$ cat src/rtl/baud_pkg.sv
// Shared baud-rate constants and the NCO increment calculation.
// Latency: n/a (elaboration-time only).
// Backpressure: n/a.
package baud_pkg;

    localparam int unsigned CLK_FREQ_DEF  = 25_000_000;
    localparam int unsigned BAUD_RATE_DEF = 115_200;

    // Rounded phase increment: round(rate * 2^acc_width / clk_freq).
    // TX and RX both call this so they always agree on the bit rate.
    function automatic logic [63:0] calc_inc(
        input logic [63:0] clk_freq,
        input logic [63:0] rate,
        input int unsigned acc_width
    );
        calc_inc = ((rate << acc_width) + (clk_freq >> 1)) / clk_freq;
    endfunction

endpackage

$ cat src/rtl/baud_nco.sv
// One phase accumulator; the registered carry out is the tick.
// Latency: tick is high the cycle after the edge whose sum carries.
// Backpressure: none; enable low clears phase and suppresses ticks.
module baud_nco #(
    parameter int unsigned            ACC_WIDTH = 16,
    parameter logic [ACC_WIDTH-1:0]   INC       = 1
) (
    input  logic clk,
    input  logic rst,
    input  logic enable,
    output logic tick
);

    logic [ACC_WIDTH-1:0] acc;
    logic [ACC_WIDTH:0]   sum;

    // Widen by one bit so the carry is visible; it marks a wrap of the phase.
    assign sum = {1'b0, acc} + {1'b0, INC};

    // Accumulate while enabled; reset and disable both drop all residual phase.
    always_ff @(posedge clk or posedge rst) begin
        if (rst) begin
            acc  <= '0;
            tick <= 1'b0;
        end else if (!enable) begin
            acc  <= '0;
            tick <= 1'b0;
        end else begin
            acc  <= sum[ACC_WIDTH-1:0];
            tick <= sum[ACC_WIDTH];
        end
    end

endmodule

$ cat src/rtl/baud_generator.sv
// Fractional-rate bit and oversample tick generator built from two NCOs.
// Latency: first BaudTick follows the carrying edge by one register stage.
// Backpressure: none; ticks are free-running pulses gated by enable.
module baud_generator
    import baud_pkg::*;
#(
    parameter int unsigned CLK_FREQ   = CLK_FREQ_DEF,
    parameter int unsigned BAUD_RATE  = BAUD_RATE_DEF,
    parameter int unsigned OVERSAMPLE = 16,
    parameter int unsigned ACC_WIDTH  = 16
) (
    input  logic clk,
    input  logic rst,
    input  logic enable,
    output logic BaudTick,
    output logic OversampleTick
);

    localparam logic [63:0] OS_RATE    = 64'(BAUD_RATE) * 64'(OVERSAMPLE);
    localparam logic [63:0] INC_BAUD_W = calc_inc(64'(CLK_FREQ), 64'(BAUD_RATE), ACC_WIDTH);
    localparam logic [63:0] INC_OS_W   = calc_inc(64'(CLK_FREQ), OS_RATE, ACC_WIDTH);

    // Keeping the oversample rate below half the clock keeps INC_OS under
    // half the accumulator range, so no tick can repeat on consecutive cycles.
    localparam logic [ACC_WIDTH-1:0] INC_BAUD = INC_BAUD_W[ACC_WIDTH-1:0];
    localparam logic [ACC_WIDTH-1:0] INC_OS   = INC_OS_W[ACC_WIDTH-1:0];

    if (INC_BAUD_W == 64'd0) begin : g_bad_inc
        $fatal(1, "baud_generator: BAUD_RATE too low for ACC_WIDTH (increment is 0)");
    end

    if ((OS_RATE * 64'd2) > 64'(CLK_FREQ)) begin : g_bad_os
        $fatal(1, "baud_generator: BAUD_RATE*OVERSAMPLE exceeds CLK_FREQ/2");
    end

    baud_nco #(
        .ACC_WIDTH (ACC_WIDTH),
        .INC       (INC_BAUD)
    ) u_nco_baud (
        .clk    (clk),
        .rst    (rst),
        .enable (enable),
        .tick   (BaudTick)
    );

    baud_nco #(
        .ACC_WIDTH (ACC_WIDTH),
        .INC       (INC_OS)
    ) u_nco_os (
        .clk    (clk),
        .rst    (rst),
        .enable (enable),
        .tick   (OversampleTick)
    );

endmodule

$ cat config.mk
export PLATFORM = sky130hd
export DESIGN_NAME = baud_generator
export DESIGN_NICKNAME = d
export VERILOG_FILES = /design/src/rtl/baud_pkg.sv /design/src/rtl/baud_nco.sv /design/src/rtl/baud_generator.sv
export SDC_FILE = /design/constraint.sdc
export NUM_CORES = 1
export LEC_CHECK = 0
export CAP_MARGIN = 25
export CORE_MARGIN = 5
export CORE_UTILIZATION = 35
export CTS_BUF_LIST = sky130_fd_sc_hd__clkbuf_8
export CTS_CLUSTER_DIAMETER = 50
export DETAILED_ROUTE_END_ITERATION = 8
export DONT_BUFFER_PORTS = 1
export GPL_ROUTABILITY_DRIVEN = 0
export GPL_TIMING_DRIVEN = 0
export PLACE_DENSITY = 0.56
export SYNTH_ARGS = -nofsm -noshare
export SYNTH_HDL_FRONTEND = slang
export SYNTH_HIERARCHICAL = 1
export SYNTH_SLANG_ARGS = --single-unit
$ cat constraint.sdc
create_clock -name clk -period 3.47 [get_ports clk]
set_input_delay 0.347 -clock clk [delete_from_list [all_inputs] [get_ports clk]]
set_output_delay 0.347 -clock clk [all_outputs]
set_load 0.05 [all_outputs]
=== Word level (Yosys, flattened, before mapping) ===
Index checks and enable logic that the tools add are counted.

* Register bits: 34
* Word-level logic and storage cells: 10
* Input port bits: 3
* Output and inout bits: 2

* Add/subtract/negate cells: 2
* Mux-type cells: 4

{| class="wikitable"
|+ Operators with widths
! cell !! count
|-
| two-way mux 16 bit || 2
|-
| adder 16 x 13 -> 17 bit (second input constant) || 1
|-
| adder 16 x 9 -> 17 bit (second input constant) || 1
|-
| two-way mux 1 bit || 2
|}

=== Longest topological paths before layout ===
* Depth after elaboration: 2
* Mapped depth: 6
* Mapped depth without buffers: 6

=== By module ===
The synthesis kept the hierarchy.

{| class="wikitable"
|+ Modules (own cells, without submodules)
! module !! seq. area each (sq um) !! cells an instance !! instances !! area each (sq um)
|-
| baud_nco at u_nco_baud || 400.4 || 78 || 1 || 770.7
|-
| baud_nco at u_nco_os || 300.3 || 56 || 1 || 581.8
|}

=== Worst setup path after synthesis ===
Ideal clock, no wire load.

* Path type: reg2reg
* From: reg u_nco_baud.acc[1]
* To: reg u_nco_baud.acc[13]
* Arrival: 1.457 ns
* Buffers on the path: 0
* Slack: 1.935 ns
* Cell stages (with the launch flop): 7
* Required time: 3.392 ns
* Library setup time: 0.078 ns
* Period minus slack after synthesis: 1.535 ns
* Cells stage by stage: dfrtp_1 > inv_1 > ha_1 > nand2b_1 > a211oi_2 > or4_1 > a21oi_1

* Longest elaborated chain between the ends: 2

{| class="wikitable"
|+ Ends and longest elaborated chain
! item !! line !! RTL
|-
| start: declaration || baud_nco.sv:14 || <nowiki>logic [ACC_WIDTH-1:0] acc;</nowiki>
|-
| start signal: assignment || baud_nco.sv:29 || <nowiki>acc <= sum[ACC_WIDTH-1:0];</nowiki>
|-
| adder 16 x 9 -> 17 bit || baud_nco.sv:18 || <nowiki>assign sum = {1'b0, acc} + {1'b0, INC};</nowiki>
|-
| two-way mux 16 bit || baud_nco.sv:25 || <nowiki>end else if (!enable) begin</nowiki>
|}

No other way between the ends.

=== Worst setup path in the final report ===
Ends and elaborated chain as after synthesis.

==> flow_metrics.env <==
export IMPL_post_route_min_period_ns=1.70
export IMPL_drive_gt1_share_pct=5.07
export IMPL_synth_cell_type_count=36
export IMPL_fp_dieArea_mm2=0.00521
export IMPL_finalWirelength_um=2490
export IMPL_powerDensity_mw_per_mm2=457
export IMPL_hold_path_class="in2async"
export IMPL_syn_area_per_cell_um2=10.1
export IMPL_max_cap_violations=0
export IMPL_dieWidth_um=72.2
export IMPL_cp_required_ns=3.67
export IMPL_fin_tns_setup_ns=0
export IMPL_htree_levels=1
export IMPL_synthTopCellsByCount="dfrtp_1, a21oi_1, inv_1, nand2_1, nand2b_1"
export IMPL_port_buffers=0
export IMPL_syn_inst=134
export IMPL_cts_tree="done"
export IMPL_synthArstFlopShare_pct=100
export IMPL_drt_iter0_drc=37
export IMPL_ff2ff_setup_slack_ns=1.77
export IMPL_slew_viol_final=0
export IMPL_yosysSeqAreaShare_pct=51.8
export IMPL_reg2reg_from="u_nco_baud/acc[1]"
export IMPL_ys_warn_count=6
export IMPL_critical_path_class="reg2reg"
export IMPL_first_pass_iters=4
export IMPL_fin_crit_sh_pct=48.9
export IMPL_drc=0
export IMPL_ys_ff_latch=28
export IMPL_rsz0062_at_grt="false"
export IMPL_finalSetupViolations=0
export IMPL_post_cts_buffers=0
export IMPL_fin_worst_skew_ns=0.00442
export IMPL_startpoint="u_nco_baud/acc[1]"
export IMPL_syn_cell_area_mm2=0.00135
export IMPL_grt_antenna_before_repair=0
export IMPL_synth_top_area_share_pct=51.8
export IMPL_cts_root_buf="clkbuf_8"
export IMPL_max_freq_mhz=589
export IMPL_path_clk_slew_ns=0.09
export IMPL_nFillCells=366
export IMPL_maxSlewHeadroom_pct=59.0
export IMPL_wl_met3_um=36
export IMPL_grt_max_degree=17
export IMPL_synth_area_leader_cell="dfrtp_1"
export IMPL_worst_ep_arrival_time_ns=1.90
export IMPL_start_util_pct=36.4
export IMPL_grt_usage_pct=10.8
export IMPL_synth_top_cells_by_area="dfrtp_1, a21oi_1, nand2b_1, or3_1, mux2i_1"
export IMPL_ant_nets=0
export IMPL_grt_pass1_wl_um=4460
export IMPL_cp_start_kind="flip-flop"
export IMPL_setup_ws_ns=1.77
export IMPL_num_antenna_cells=0
export IMPL_clock_latency_ns=0.27
export IMPL_synthesis_nets=139
export IMPL_leakage_uw=0.000642
export IMPL_dp_slack_ns=1.79
export IMPL_wl_met1_um=1230
export IMPL_route_met2_wl_um=1160
export IMPL_synth_edf_count=0
export IMPL_die_y_um=72.2
export IMPL_worstSetupEndpointType="flip-flop"
export IMPL_cts_sinks=28
export IMPL_clockBufferDepth=2
export IMPL_row_count=22
export IMPL_viasPerCell=5.28
export IMPL_synthFlopType="dfrtp_1"
export IMPL_worst_pin_slew_ns=0.615
export IMPL_fin_util_pct=39.4
export IMPL_stdcell_area_mm2=0.00146
export IMPL_path_max_fanout=8
export IMPL_final_cell_count_no_fill=186
export IMPL_core_mm2=0.00372
export IMPL_synth_most_common_cell="dfrtp_1"
export IMPL_via_count=982
export IMPL_io_pins=5
export IMPL_avgRoutedWirePerCell_um=13.4
export IMPL_place_area_mm2=0.00141
export IMPL_nets=145
export IMPL_post_dp_hpwl_um=1810
export IMPL_post_place_cells=182
export IMPL_synthToLayoutAreaGrowth_pct=8.23
export IMPL_numCtsBuffers=3
export IMPL_hold_viol=0
export IMPL_grt_pass1_vias=979
export IMPL_status="finished, final reports clean"
export IMPL_overflow=0
export IMPL_ir_drop_uv=158
export IMPL_top_layer="met4"
area by class of cell:
type | count | area [um2] | share of cell area [%]
flip-flops and latches | 28 | 701 | 47.9
multi-input cells | 94 | 607 | 41.5
well taps | 48 | 60.1 | 4.10
clock buffers | 3 | 41.3 | 2.82
inverters | 10 | 37.5 | 2.56
repair buffers | 1 | 10.0 | 0.684
plain buffers | 2 | 7.51 | 0.513
metal layers:
metal  vias to the layer above  track usage, %
met1                       485            14.4
met5                         -               0
met4                         0            6.26
met2                         8            17.0
met3                         4            1.25
li1                        485               -
final timing paths:
path / endpoint / cells after the start
max in group asynchronous: u_nco_os/acc[14] / 2
min in group clk: u_nco_baud/acc[8] / 1
setup reg to reg: u_nco_baud/acc[13] / 6
setup / recovery: u_nco_baud/acc[13] / 6
hold reg to reg: u_nco_baud/acc[1] / 1
hold / removal: u_nco_baud/acc[1] / 1
power breakdown:
group	internal [uW]	switching, uW	leakage [uW]
Combinational	46.4	58.5	0.000249
Sequential	354	35.8	0.000371
Clock	77.9	95.4	0.0000216
Total	479	190	0.000642
layout by cell type (no fill, tap or decap), drive strengths merged:
cell,Yosys,layout
nand4,1,1
nor2b,2,2
nand2,10,10
a21boi,3,3
a21o,1,1
nor3,4,4
and3,4,4
ha,2,2
clkbuf,2,5
inv,10,10
o31a,1,1
dlygate4sd3,0,1
o211ai,1,1
xnor2,1,1
or4,4,4
a211oi,3,3
and2,1,1
nor2,4,4
nor4,1,1
a21oi,13,13
o31ai,3,3
nand3,3,3
dfrtp,28,28
and2b,1,1
nand2b,8,8
mux2i,4,4
o21a,3,3
o21ai,6,6
nor3b,1,1
o211a,1,1
or3,7,7
a31oi,1,1
stage by stage:
step | hold WS, ns | power (uW)
floorplan | 0.212 | 474
global placement | 0.288 | 495
detailed placement | 0.289 | 501
CTS | 0.0486 | 677
global route | 0.0818 | 711
finish | 0.0252 | 668
flip-flops by register name, summed over array words and instances, names as in the netlist:
name / cells
u_nco_baud/acc: 15
u_nco_os/acc: 11
u_nco_baud/tick: 1
u_nco_os/tick: 1
what timing repair did:
action | 4_1_cts | 5_1_grt
hold buffers | 1 | 0
gates resized for setup | 0 | 0
endpoints found under the hold margin | 12 | 0
cells by family (layout without fill, tap and decap cells):
group | after synthesis | count (layout) | synth area share, %
and+or+nand+nor | 51 | 51 | 21.2
AOI/OAI and AO/OA | 36 | 36 | 18.2
DFF | 28 | 28 | 51.8
buffers and inverters | 12 | 16 | 3.33
muxes | 4 | 4 | 2.96
adders and majority gates | 2 | 2 | 1.85
xor gates and xnor gates | 1 | 1 | 0.648
critical path, stage by stage (launching register included):
cell      delay (ns)
dfrtp_1         0.39
inv_1           0.06
ha_1            0.20
nand2b_1        0.15
a211oi_2        0.16
or4_1           0.53
a21oi_1         0.15
No activity file was read; power rests on OpenSTA's default activity.
